[src/rtl/uart_pkg.sv]
// rtl/uart_pkg.sv - shared enums and helpers for uart_ctrl
package uart_pkg;

  typedef enum logic [1:0] {
    NONE = 2'b00,
    EVEN = 2'b01,
    ODD  = 2'b10
  } parity_mode_t;

  typedef enum logic [2:0] {
    TX_IDLE,
    TX_START,
    TX_DATA,
    TX_PARITY,
    TX_STOP
  } tx_state_t;

  typedef enum logic [2:0] {
    RX_IDLE,
    RX_START,
    RX_DATA,
    RX_PARITY,
    RX_STOP
  } rx_state_t;

  // The reserved encoding 2'b11 behaves like NONE.
  function automatic logic parity_enabled(input logic [1:0] mode);
    return (mode == EVEN) || (mode == ODD);
  endfunction

endpackage

[src/rtl/uart_sync_fifo.sv]
// rtl/uart_sync_fifo.sv - synchronous FIFO, power-of-2 depth, first-word-fall-through read
module uart_sync_fifo #(
  parameter int G_WIDTH = 10,
  parameter int G_DEPTH = 4
) (
  input  logic               i_clk,
  input  logic               i_rst,
  input  logic               i_push,
  input  logic [G_WIDTH-1:0] i_data,
  input  logic               i_pop,
  output logic [G_WIDTH-1:0] o_data,
  output logic               o_empty,
  output logic               o_full
);
  localparam int AW = (G_DEPTH > 1) ? $clog2(G_DEPTH) : 1;

  logic [G_WIDTH-1:0] mem_q [G_DEPTH];
  logic [AW-1:0]      wr_ptr_q;
  logic [AW-1:0]      rd_ptr_q;
  logic [AW:0]        count_q;
  logic               do_push;
  logic               do_pop;

  assign o_empty = (count_q == '0);
  assign o_full  = (count_q == (AW+1)'(G_DEPTH));
  assign do_pop  = i_pop && !o_empty;
  // A pop in the same cycle frees the slot, so a push while full still lands.
  assign do_push = i_push && (!o_full || do_pop);
  assign o_data  = mem_q[rd_ptr_q];

  always_ff @(posedge i_clk or posedge i_rst) begin
    if (i_rst) begin
      wr_ptr_q <= '0;
      rd_ptr_q <= '0;
      count_q  <= '0;
    end else begin
      if (do_push) wr_ptr_q <= wr_ptr_q + 1'b1;
      if (do_pop)  rd_ptr_q <= rd_ptr_q + 1'b1;
      count_q <= count_q + (AW+1)'(do_push) - (AW+1)'(do_pop);
    end
  end

  always_ff @(posedge i_clk) begin
    if (do_push) mem_q[wr_ptr_q] <= i_data;
  end

endmodule

[src/rtl/uart_ctrl.sv]
// rtl/uart_ctrl.sv - runtime-configurable full-duplex UART controller
// Define UART_RX_FIFO_EN to buffer received words in a uart_sync_fifo.
module uart_ctrl
  import uart_pkg::*;
#(
  parameter int G_WORD_WIDTH    = 8,
  parameter int G_OVERSAMPLE    = 16,
  parameter int G_DIV_WIDTH     = 16,
  parameter int G_RX_FIFO_DEPTH = 4
) (
  input  logic                    i_clk,
  input  logic                    i_rst,
  input  logic [G_DIV_WIDTH-1:0]  i_baud_div,
  input  logic [1:0]              i_parity_mode,
  input  logic                    i_stop2,
  input  logic                    i_tx_valid,
  output logic                    o_tx_ready,
  input  logic [G_WORD_WIDTH-1:0] i_tx_data,
  output logic                    o_tx,
  output logic                    o_tx_busy,
  input  logic                    i_rx,
  output logic                    o_rx_valid,
  input  logic                    i_rx_ready,
  output logic [G_WORD_WIDTH-1:0] o_rx_data,
  output logic                    o_rx_frame_err,
  output logic                    o_rx_parity_err,
  output logic                    o_rx_overrun,
  output logic                    o_rx_busy
);
  localparam int OS_W = $clog2(G_OVERSAMPLE);
  localparam int BIT_W = $clog2(G_WORD_WIDTH);
  localparam logic [OS_W-1:0] OS_LAST = OS_W'(G_OVERSAMPLE - 1);
  localparam logic [OS_W-1:0] OS_HALF_LAST = OS_W'(G_OVERSAMPLE / 2 - 1);
  localparam logic [BIT_W-1:0] BIT_LAST = BIT_W'(G_WORD_WIDTH - 1);
  localparam logic [BIT_W-1:0] BIT_PRELAST = BIT_W'(G_WORD_WIDTH - 2);

  if (G_WORD_WIDTH < 5 || G_WORD_WIDTH > 9 || G_OVERSAMPLE < 4 || (G_OVERSAMPLE % 2) != 0 ||
      G_RX_FIFO_DEPTH < 2 || (G_RX_FIFO_DEPTH & (G_RX_FIFO_DEPTH - 1)) != 0) begin : g_param_check
    $fatal(1, "uart_ctrl: illegal parameter combination");
  end

  // Shared oversample tick; >= keeps the counter sane if the divisor shrinks mid-count.
  logic [G_DIV_WIDTH-1:0] div_cnt_q;
  logic [G_DIV_WIDTH-1:0] div_cnt_d;
  logic                   tick;

  assign tick      = (div_cnt_q >= i_baud_div);
  assign div_cnt_d = tick ? '0 : div_cnt_q + 1'b1;

  tx_state_t               tx_state_q, tx_state_d;
  logic [OS_W-1:0]         tx_os_q, tx_os_d;
  logic [BIT_W-1:0]        tx_bit_q, tx_bit_d;
  logic [G_WORD_WIDTH-1:0] tx_shift_q, tx_shift_d;
  logic                    tx_par_q, tx_par_d;
  logic                    tx_par_en_q, tx_par_en_d;
  logic                    tx_stop2_q, tx_stop2_d;
  logic                    tx_second_q, tx_second_d;
  logic                    tx_q, tx_d;
  logic                    tx_bit_end;

  assign tx_bit_end = tick && (tx_os_q == OS_LAST);

  always_comb begin
    tx_state_d  = tx_state_q;
    tx_os_d     = tx_os_q;
    tx_bit_d    = tx_bit_q;
    tx_shift_d  = tx_shift_q;
    tx_par_d    = tx_par_q;
    tx_par_en_d = tx_par_en_q;
    tx_stop2_d  = tx_stop2_q;
    tx_second_d = tx_second_q;
    tx_d        = tx_q;
    if (tick && tx_state_q != TX_IDLE) begin
      tx_os_d = tx_bit_end ? '0 : tx_os_q + 1'b1;
    end
    case (tx_state_q)
      TX_IDLE: begin
        tx_d = 1'b1;
        if (i_tx_valid) begin
          tx_state_d  = TX_START;
          tx_d        = 1'b0;
          tx_os_d     = '0;
          tx_shift_d  = i_tx_data;
          tx_par_d    = (^i_tx_data) ^ (i_parity_mode == ODD);
          tx_par_en_d = parity_enabled(i_parity_mode);
          tx_stop2_d  = i_stop2;
        end
      end
      TX_START: begin
        if (tx_bit_end) begin
          tx_state_d = TX_DATA;
          tx_bit_d   = '0;
          tx_d       = tx_shift_q[0];
        end
      end
      TX_DATA: begin
        if (tx_bit_end) begin
          if (tx_bit_q == BIT_LAST) begin
            tx_second_d = 1'b0;
            if (tx_par_en_q) begin
              tx_state_d = TX_PARITY;
              tx_d       = tx_par_q;
            end else begin
              tx_state_d = TX_STOP;
              tx_d       = 1'b1;
            end
          end else begin
            tx_bit_d   = tx_bit_q + 1'b1;
            tx_shift_d = tx_shift_q >> 1;
            tx_d       = tx_shift_q[1];
          end
        end
      end
      TX_PARITY: begin
        if (tx_bit_end) begin
          tx_state_d = TX_STOP;
          tx_d       = 1'b1;
        end
      end
      TX_STOP: begin
        if (tx_bit_end) begin
          if (tx_stop2_q && !tx_second_q) begin
            tx_second_d = 1'b1;
          end else begin
            tx_state_d = TX_IDLE;
          end
        end
      end
      default: begin
        tx_state_d = TX_IDLE;
        tx_d       = 1'b1;
      end
    endcase
  end

  assign o_tx       = tx_q;
  assign o_tx_ready = (tx_state_q == TX_IDLE);
  assign o_tx_busy  = (tx_state_q != TX_IDLE);

  logic                    rx_meta_q, rx_sync_q;
  rx_state_t               rx_state_q, rx_state_d;
  logic [OS_W-1:0]         rx_os_q, rx_os_d;
  logic [OS_W-1:0]         rx_low_q, rx_low_d;
  logic [BIT_W-1:0]        rx_bit_q, rx_bit_d;
  logic [G_WORD_WIDTH-1:0] rx_shift_q, rx_shift_d;
  logic                    rx_armed_q, rx_armed_d;
  logic                    rx_par_en_q, rx_par_en_d;
  logic                    rx_odd_q, rx_odd_d;
  logic                    rx_par_err_q, rx_par_err_d;
  logic                    rx_bit_end;
  logic                    rx_push;
  logic                    rx_push_ferr;

  assign rx_bit_end = tick && (rx_os_q == OS_LAST);

  always_comb begin
    rx_state_d   = rx_state_q;
    rx_os_d      = rx_os_q;
    rx_low_d     = rx_low_q;
    rx_bit_d     = rx_bit_q;
    rx_shift_d   = rx_shift_q;
    rx_armed_d   = rx_armed_q;
    rx_par_en_d  = rx_par_en_q;
    rx_odd_d     = rx_odd_q;
    rx_par_err_d = rx_par_err_q;
    rx_push      = 1'b0;
    rx_push_ferr = 1'b0;
    if (tick && rx_state_q != RX_IDLE) begin
      rx_os_d = rx_bit_end ? '0 : rx_os_q + 1'b1;
    end
    case (rx_state_q)
      RX_IDLE: begin
        if (tick) begin
          if (!rx_armed_q || rx_sync_q) begin
            rx_armed_d = rx_armed_q | rx_sync_q;
            rx_low_d   = '0;
          end else if (rx_low_q == OS_HALF_LAST) begin
            rx_state_d   = RX_START;
            rx_os_d      = '0;
            rx_low_d     = '0;
            rx_par_en_d  = parity_enabled(i_parity_mode);
            rx_odd_d     = (i_parity_mode == ODD);
            rx_par_err_d = 1'b0;
          end else begin
            rx_low_d = rx_low_q + 1'b1;
          end
        end
      end
      // Confirmation lands mid start bit, so this terminal tick is mid data bit 0.
      RX_START: begin
        if (rx_bit_end) begin
          rx_state_d = RX_DATA;
          rx_bit_d   = '0;
          rx_shift_d = {rx_sync_q, rx_shift_q[G_WORD_WIDTH-1:1]};
        end
      end
      RX_DATA: begin
        if (rx_bit_end) begin
          rx_shift_d = {rx_sync_q, rx_shift_q[G_WORD_WIDTH-1:1]};
          rx_bit_d   = rx_bit_q + 1'b1;
          if (rx_bit_q == BIT_PRELAST) begin
            rx_state_d = rx_par_en_q ? RX_PARITY : RX_STOP;
          end
        end
      end
      RX_PARITY: begin
        if (rx_bit_end) begin
          rx_state_d   = RX_STOP;
          rx_par_err_d = rx_sync_q ^ (^rx_shift_q) ^ rx_odd_q;
        end
      end
      RX_STOP: begin
        if (rx_bit_end) begin
          rx_state_d   = RX_IDLE;
          rx_armed_d   = 1'b0;
          rx_low_d     = '0;
          rx_push      = 1'b1;
          rx_push_ferr = !rx_sync_q;
        end
      end
      default: rx_state_d = RX_IDLE;
    endcase
  end

  assign o_rx_busy = (rx_state_q != RX_IDLE);

  logic rx_ovr_q, rx_ovr_d;

`ifdef UART_RX_FIFO_EN
  localparam int FW = G_WORD_WIDTH + 2;

  logic          fifo_empty;
  logic          fifo_full;
  logic          fifo_pop;
  logic [FW-1:0] fifo_rdata;

  assign fifo_pop = !fifo_empty && i_rx_ready;
  assign rx_ovr_d = rx_push && fifo_full && !fifo_pop;

  uart_sync_fifo #(
    .G_WIDTH (FW),
    .G_DEPTH (G_RX_FIFO_DEPTH)
  ) u_rx_fifo (
    .i_clk   (i_clk),
    .i_rst   (i_rst),
    .i_push  (rx_push),
    .i_data  ({rx_par_err_q, rx_push_ferr, rx_shift_q}),
    .i_pop   (fifo_pop),
    .o_data  (fifo_rdata),
    .o_empty (fifo_empty),
    .o_full  (fifo_full)
  );

  assign o_rx_valid = !fifo_empty;
  assign {o_rx_parity_err, o_rx_frame_err, o_rx_data} = fifo_empty ? '0 : fifo_rdata;
`else
  logic                    hold_valid_q, hold_valid_d;
  logic [G_WORD_WIDTH-1:0] hold_data_q, hold_data_d;
  logic                    hold_ferr_q, hold_ferr_d;
  logic                    hold_perr_q, hold_perr_d;

  always_comb begin
    hold_valid_d = hold_valid_q;
    hold_data_d  = hold_data_q;
    hold_ferr_d  = hold_ferr_q;
    hold_perr_d  = hold_perr_q;
    rx_ovr_d     = 1'b0;
    if (hold_valid_q && i_rx_ready) hold_valid_d = 1'b0;
    if (rx_push) begin
      if (!hold_valid_q || i_rx_ready) begin
        hold_valid_d = 1'b1;
        hold_data_d  = rx_shift_q;
        hold_ferr_d  = rx_push_ferr;
        hold_perr_d  = rx_par_err_q;
      end else begin
        rx_ovr_d = 1'b1;
      end
    end
  end

  always_ff @(posedge i_clk or posedge i_rst) begin
    if (i_rst) begin
      hold_valid_q <= 1'b0;
      hold_data_q  <= '0;
      hold_ferr_q  <= 1'b0;
      hold_perr_q  <= 1'b0;
    end else begin
      hold_valid_q <= hold_valid_d;
      hold_data_q  <= hold_data_d;
      hold_ferr_q  <= hold_ferr_d;
      hold_perr_q  <= hold_perr_d;
    end
  end

  assign o_rx_valid      = hold_valid_q;
  assign o_rx_data       = hold_data_q;
  assign o_rx_frame_err  = hold_ferr_q;
  assign o_rx_parity_err = hold_perr_q;
`endif

  assign o_rx_overrun = rx_ovr_q;

  always_ff @(posedge i_clk or posedge i_rst) begin
    if (i_rst) begin
      div_cnt_q    <= '0;
      tx_state_q   <= TX_IDLE;
      tx_os_q      <= '0;
      tx_bit_q     <= '0;
      tx_shift_q   <= '0;
      tx_par_q     <= 1'b0;
      tx_par_en_q  <= 1'b0;
      tx_stop2_q   <= 1'b0;
      tx_second_q  <= 1'b0;
      tx_q         <= 1'b1;
      rx_meta_q    <= 1'b1;
      rx_sync_q    <= 1'b1;
      rx_state_q   <= RX_IDLE;
      rx_os_q      <= '0;
      rx_low_q     <= '0;
      rx_bit_q     <= '0;
      rx_shift_q   <= '0;
      rx_armed_q   <= 1'b0;
      rx_par_en_q  <= 1'b0;
      rx_odd_q     <= 1'b0;
      rx_par_err_q <= 1'b0;
      rx_ovr_q     <= 1'b0;
    end else begin
      div_cnt_q    <= div_cnt_d;
      tx_state_q   <= tx_state_d;
      tx_os_q      <= tx_os_d;
      tx_bit_q     <= tx_bit_d;
      tx_shift_q   <= tx_shift_d;
      tx_par_q     <= tx_par_d;
      tx_par_en_q  <= tx_par_en_d;
      tx_stop2_q   <= tx_stop2_d;
      tx_second_q  <= tx_second_d;
      tx_q         <= tx_d;
      rx_meta_q    <= i_rx;
      rx_sync_q    <= rx_meta_q;
      rx_state_q   <= rx_state_d;
      rx_os_q      <= rx_os_d;
      rx_low_q     <= rx_low_d;
      rx_bit_q     <= rx_bit_d;
      rx_shift_q   <= rx_shift_d;
      rx_armed_q   <= rx_armed_d;
      rx_par_en_q  <= rx_par_en_d;
      rx_odd_q     <= rx_odd_d;
      rx_par_err_q <= rx_par_err_d;
      rx_ovr_q     <= rx_ovr_d;
    end
  end

endmodule

[config.mk]
export PLATFORM = sky130hd
export DESIGN_NAME = uart_ctrl
export DESIGN_NICKNAME = d
export VERILOG_FILES = /design/src/rtl/uart_pkg.sv /design/src/rtl/uart_sync_fifo.sv /design/src/rtl/uart_ctrl.sv
export SDC_FILE = /design/constraint.sdc
export NUM_CORES = 1
export LEC_CHECK = 0
export ABC_AREA = 1
export CAP_MARGIN = 10
export CORE_ASPECT_RATIO = 0.8
export CORE_MARGIN = 1
export CORE_UTILIZATION = 55
export CTS_CLUSTER_SIZE = 10
export DETAILED_ROUTE_END_ITERATION = 6
export DONT_BUFFER_PORTS = 1
export PLACE_DENSITY = 0.68
export SLEW_MARGIN = 30
export SYNTH_ARGS = -nofsm -noshare
export SYNTH_HDL_FRONTEND = slang
export SYNTH_HIERARCHICAL = 1
export SYNTH_SLANG_ARGS = --single-unit
[constraint.sdc]
create_clock -name i_clk -period 2.99 [get_ports i_clk]
set_input_delay 0.598 -clock i_clk [delete_from_list [all_inputs] [get_ports i_clk]]
set_output_delay 0.598 -clock i_clk [all_outputs]
set_load 0.1 [all_outputs]
* Word-level counts from Yosys, hierarchy flattened *
Index checks and enable logic that the tools add are counted.

cells by class
  bitwise gates (word level) = 6
  eq/ne operators = 33
  $lt $le $gt $ge = 1
  reduce and logical (&&, ||, !) cells = 40
  multiplexer cells = 75
  add/subtract/negate cells = 6

operator list
  cell                                                                    count
  3-bit two-way mux                                                       21
  4-bit two-way mux                                                       14
  2-bit != test (second input constant)                                   18
  3-bit one-hot mux with 5 select lines                                   2
  1-bit two-way mux                                                       26
  8-bit two-way mux                                                       3
  4-bit AND reduction                                                     5
  16-bit by 1-bit adder with 16-bit output (second input constant)        1
  16-bit greater-or-equal comparator                                      1
  16-bit two-way mux                                                      1
  8-bit one-hot mux with 2 select lines                                   1
  8-bit XOR reduction                                                     2
  4-bit by 1-bit adder with 4-bit output (second input constant)          3
  3-bit by 2-bit equality test with 1-bit output (second input constant)  4
  3-bit equality test (second input constant)                             4
  3-bit one-hot mux with 2 select lines                                   2
  2-bit nonzero test                                                      6
  5-bit AND reduction                                                     2
  4-bit equality test (second input constant)                             2
  4-bit one-hot mux with 2 select lines                                   1
  8-bit AND reduction                                                     1
  7-bit AND reduction                                                     1
  3-bit by 1-bit adder with 3-bit output (second input constant)          2
  3-bit by 1-bit equality test with 1-bit output (second input constant)  2
  16 further kinds                                                        36

word-level totals
  output and inout port bits = 16
  input bits = 32
  bits in registers = 79
  logic and storage cells = 187

* Depth between registers and ports, before layout *
  depth in word-level cells = 8
  gate-level depth with buffers = 18
  depth with buffers taken out = 17

* Worst setup path after synthesis *
No wires, ideal clock.

  path kind = reg2reg
  start = register tx_state_q[0]
  end = register tx_state_q[2]
  slack = 0.384 ns
  library setup time = 0.065 ns
  data required time = 2.925 ns
  period minus slack after synthesis = 2.606 ns
  stages on the path, launching flop included = 11
  data arrival time = 2.541 ns
  path buffers = 0
  cells stage by stage = dfrtp_1 > nor2_1 > inv_2 > nor2_2 > inv_2 > nor2_1 > or2_1 > a21oi_2 > nand2_1 > nand2_1 > nand2_1

on the way
  cells in the longest elaborated chain, start to end = 3
  elaborated cells on any way between the ends = 14
  classes of those cells = eq/ne: 11; mux: 1; reduce/logical: 2

ends and longest elaborated chain
  item                                  RTL line          RTL
  from (decl)                           uart_ctrl.sv:50   tx_state_t tx_state_q, tx_state_d;
  from (signal assigned)                uart_ctrl.sv:329  tx_state_q <= tx_state_d;
  3-bit zero test (*)                   -
  net o_tx_ready                        uart_ctrl.sv:17   output logic o_tx_ready,
  2-bit != test (no source line)        -
  7-bit AND reduction (no source line)  -

The timed path passes the listed nets; every way through them passes the cells marked *.
A chain may end at the register's enable or synchronous reset.

* Worst setup path after layout *
  start = register rx_state_q[0]
  end = output port o_rx_busy

on the way
  cells in the longest elaborated chain, start to end = 1

ends and longest elaborated chain
  item                    RTL line          RTL
  from (decl)             uart_ctrl.sv:141  rx_state_t rx_state_q, rx_state_d;
  from (signal assigned)  uart_ctrl.sv:340  rx_state_q <= rx_state_d;
  3-bit nonzero test      uart_ctrl.sv:225  assign o_rx_busy = (rx_state_q != RX_IDLE);
  to (decl)               uart_ctrl.sv:28   output logic o_rx_busy

Every way passes these cells.

==> flow_metrics.py <==
metrics = {
    "clock_tree": {
        "clkLatencyLatePin_ns": 0.35,
        "postCtsSetupBuffers": 0,
        "clk_pin_slew_ns": 0.08,
        "cts_sinks": 79,
        "h-tree-depth": 3,
        "ctsHoldBuffers": 0,
        "cts_buffers": 9,
        "cts_tree": "built",
        "clk_path_buf_depth": 2,
        "cts_resized": 0,
        "cts_root_buffer": "clkbuf_8",
    },
    "synthesis": {
        "synth_nets": 630,
        "synthTopCellsByArea": "dfrtp_1 42%, nand2_1 13%, ha_1 6.9%",
        "synth_area_per_cell_um2": 7.88,
        "synth_area_um2": 4510,
        "yosys.area.top_type": "dfrtp_1",
        "yosys_warnings": 6,
        "synth_cell_types": 39,
        "synth-main-ff-cell": "dfrtp_1",
        "synthArstFlopShare_pct": 100,
        "synth-seq-area-share_pct": 43.9,
        "synth_commonest_cells": "159 x nand2_1, 76 x dfrtp_1, 75 x inv_1, 46 x nor2_1, 31 x nand3_1",
        "synth_edf_count": 0,
        "syn_inst": 573,
        "synth.most_common_cell": "nand2_1",
        "synth_top_area_share_pct": 42.1,
        "ys_ff_latch": 79,
    },
    "die": {
        "die_width_um": 103,
        "row_count": 29,
        "die_area_um2": 8580,
        "dieHeight_um": 83.0,
        "io_pins": 48,
        "start_util_pct": 56.8,
        "coreArea_um2": 7950,
    },
    "critical_path": {
        "crit_start": "rx_state_q[0]",
        "cp_cell_sequence": "nor2_1, inv_2, nor2_2, inv_1, buf_4",
        "reg2reg_to": "rx_bit_q[0]",
        "crit_path_end": "o_rx_busy",
        "critPathRequiredTime_ns": 2.39,
        "slowest_delay_ns": 0.43,
        "reg2reg_depth": 10,
        "crit_arrival_ns": 1.64,
        "cp-end-kind": "output port",
        "r2r_slack_ns": 0.78,
        "critPathKind": "reg2out",
        "critPathSlowestCell": "dfrtp_1",
        "crit_fanout": 5,
        "startpoint_type": "register",
        "r2r-start": "div_cnt_q[15]",
    },
    "sta": {
        "slew_headroom_pct": 38.4,
        "hold_viol_final": 0,
        "timing.fmax_mhz": 446,
        "worstMarginPinSlew_ns": 0.925,
        "slew_violations": 0,
        "finalCritPeriodShare_pct": 75.0,
        "timing.setup.tns_ns": 0,
        "holdWs_ns": 0.172,
        "rsz0062_at_grt": "false",
        "fin_worst_skew_ns": 0.00926,
        "setup_viol": 0,
        "layout_min_cycle_time_ns": 2.24,
    },
    "final_layout": {
        "area_growth_pct": 7.90,
        "fillers": 696,
        "drive_gt1_share_pct": 11.1,
        "ff_latch_area_um2": 1980,
        "multi_input_area_um2": 2180,
        "diodes": 0,
        "nNetsFinal": 640,
    },
    "power_and_ir_drop": {
        "p_per_area_nw_per_um2": 695,
        "power_leakage_uw": 0.00257,
        "vdd_drop_max_v": 0.000940,
    },
    "detailed_routing": {
        "drt_iter0_drc": 121,
        "num_vias": 3533,
        "wl_mm": 8.24,
        "drtAntennaViolNets": 0,
        "viasPerCell": 5.08,
        "highest_layer": "met4",
        "wl_met1_mm": 4.13,
        "drc": 0,
        "wl_met3_um": 260,
        "drtPass1Iterations": 4,
        "wl_met2_mm": 3.79,
        "wire_per_inst_um": 11.8,
    },
    "placed_design": {
        "gp_congestion": 0.910,
        "dp_hpwl_mm": 6.13,
        "io_buffers": 0,
    },
    "global_routing": {
        "grt_start_max_net_pins": 47,
        "grt_pass1_vias": 3520,
        "grt_pass1_wl_mm": 15.0,
        "overflow": 0,
        "antenna_found_initial": 0,
        "track_usage_pct": 22.0,
    },
    "min_path": {
        "hp-class": "in2async",
    },
    "run": {
        "drv_cap": 0,
    },
    "run_status": {
        "status": "complete, no violations",
    },
}
-- cell families after synthesis --
| kind of cell | after synthesis | synth area share [%] |
|---|---|---|
| AO/OA/AOI/OAI | 81 | 10.5 |
| XOR/XNOR | 17 | 3.30 |
| adder cells (fa/ha/maj) | 25 | 6.93 |
| buffers and inverters | 90 | 7.84 |
| flip-flops | 79 | 43.9 |
| AND/OR/NAND/NOR | 281 | 27.5 |
-- flip-flops by register name, summed over array words and instances, names as in the netlist, 4 cells and up --
name        cells
div_cnt_q      16
o_rx_data       8
rx_low_q        4
rx_os_q         4
rx_shift_q      8
tx_os_q         4
tx_shift_q      8
-- metrics by stage --
stage	area, um2	setup slack (ns)	power, uW	cells	util, %
after floorplan	4510	0.374	2320	573	-
final	4870	0.748	3390	696	61.3
after CTS	4870	0.743	3420	696	61.3
after global placement	4660	0.542	2520	680	58.6
after detailed placement	4660	0.568	2550	680	58.6
after global routing	4870	0.469	3650	696	61.3
-- layout by cell type, fill, tap and decap left out, drive strengths merged --
cell      synthesis  layout
buf               4       4
o21bai            1       1
clkbuf            1      10
or3               1       1
nor3b             1       1
clkinv            1       4
nand2           167     167
nor3             14      14
a21oi            29      29
clkinvlp          0       2
ha               25      25
xor2              6       6
dfstp             3       3
or2               3       3
bufinv            0       2
or3b              1       1
nor2             54      54
o21a              4       4
a211oi            2       2
and3              2       2
nand4             7       7
inv              84      83
dfrtp            76      76
o21ai            45      45
nand3            31      31
xnor2            11      11
-- how the worst min path moves through the flow --
| stage | cells past startpoint | slack (ns) | to | start |
|---|---|---|---|---|
| floorplan | 0 | 0.35 | rx_sync_q | rx_meta_q |
| global placement | 0 | 0.35 | rx_sync_q | rx_meta_q |
| detailed placement | 0 | 0.35 | rx_sync_q | rx_meta_q |
| CTS | 1 | 0.18 | o_rx_frame_err | i_rst |
| global route | 1 | 0.20 | rx_bit_q[2] | i_rst |
| finish | 1 | 0.17 | o_rx_data[7] | i_rst |
-- cell type report --
class,instances,area share (%)
inverters,85,6.58
repair buffers,4,0.873
flip-flops and latches,79,40.7
well taps,108,2.77
multi-input cells,404,44.7
clock buffers,10,2.62
clock inverters,6,1.75
-- report_power, final --
| group | leakage [uW] | total [uW] | switching, uW | internal (uW) |
|---|---|---|---|---|
| Combinational | 0.00148 | 1080 | 734 | 349 |
| Sequential | 0.000993 | 1450 | 194 | 1250 |
| Clock | 0.000102 | 857 | 389 | 468 |
| Total | 0.00257 | 3390 | 1320 | 2070 |
-- per-layer routing --
metal / GRT usage (%) / vias up
li1: - / 1835
met1: 29.9 / 1645
met2: 35.0 / 46
met3: 4.88 / 7
met4: 6.53 / 0
met5: 0 / -
-- critical path, delay by kind of cell (launching register included) --
| kind | cells | cell delay, ns |
|---|---|---|
| buffers and inverters | 3 | 0.48 |
| AND/OR/NAND/NOR | 2 | 0.38 |
| flip-flops | 1 | 0.43 |
No activity file was read; power rests on OpenSTA's default activity.
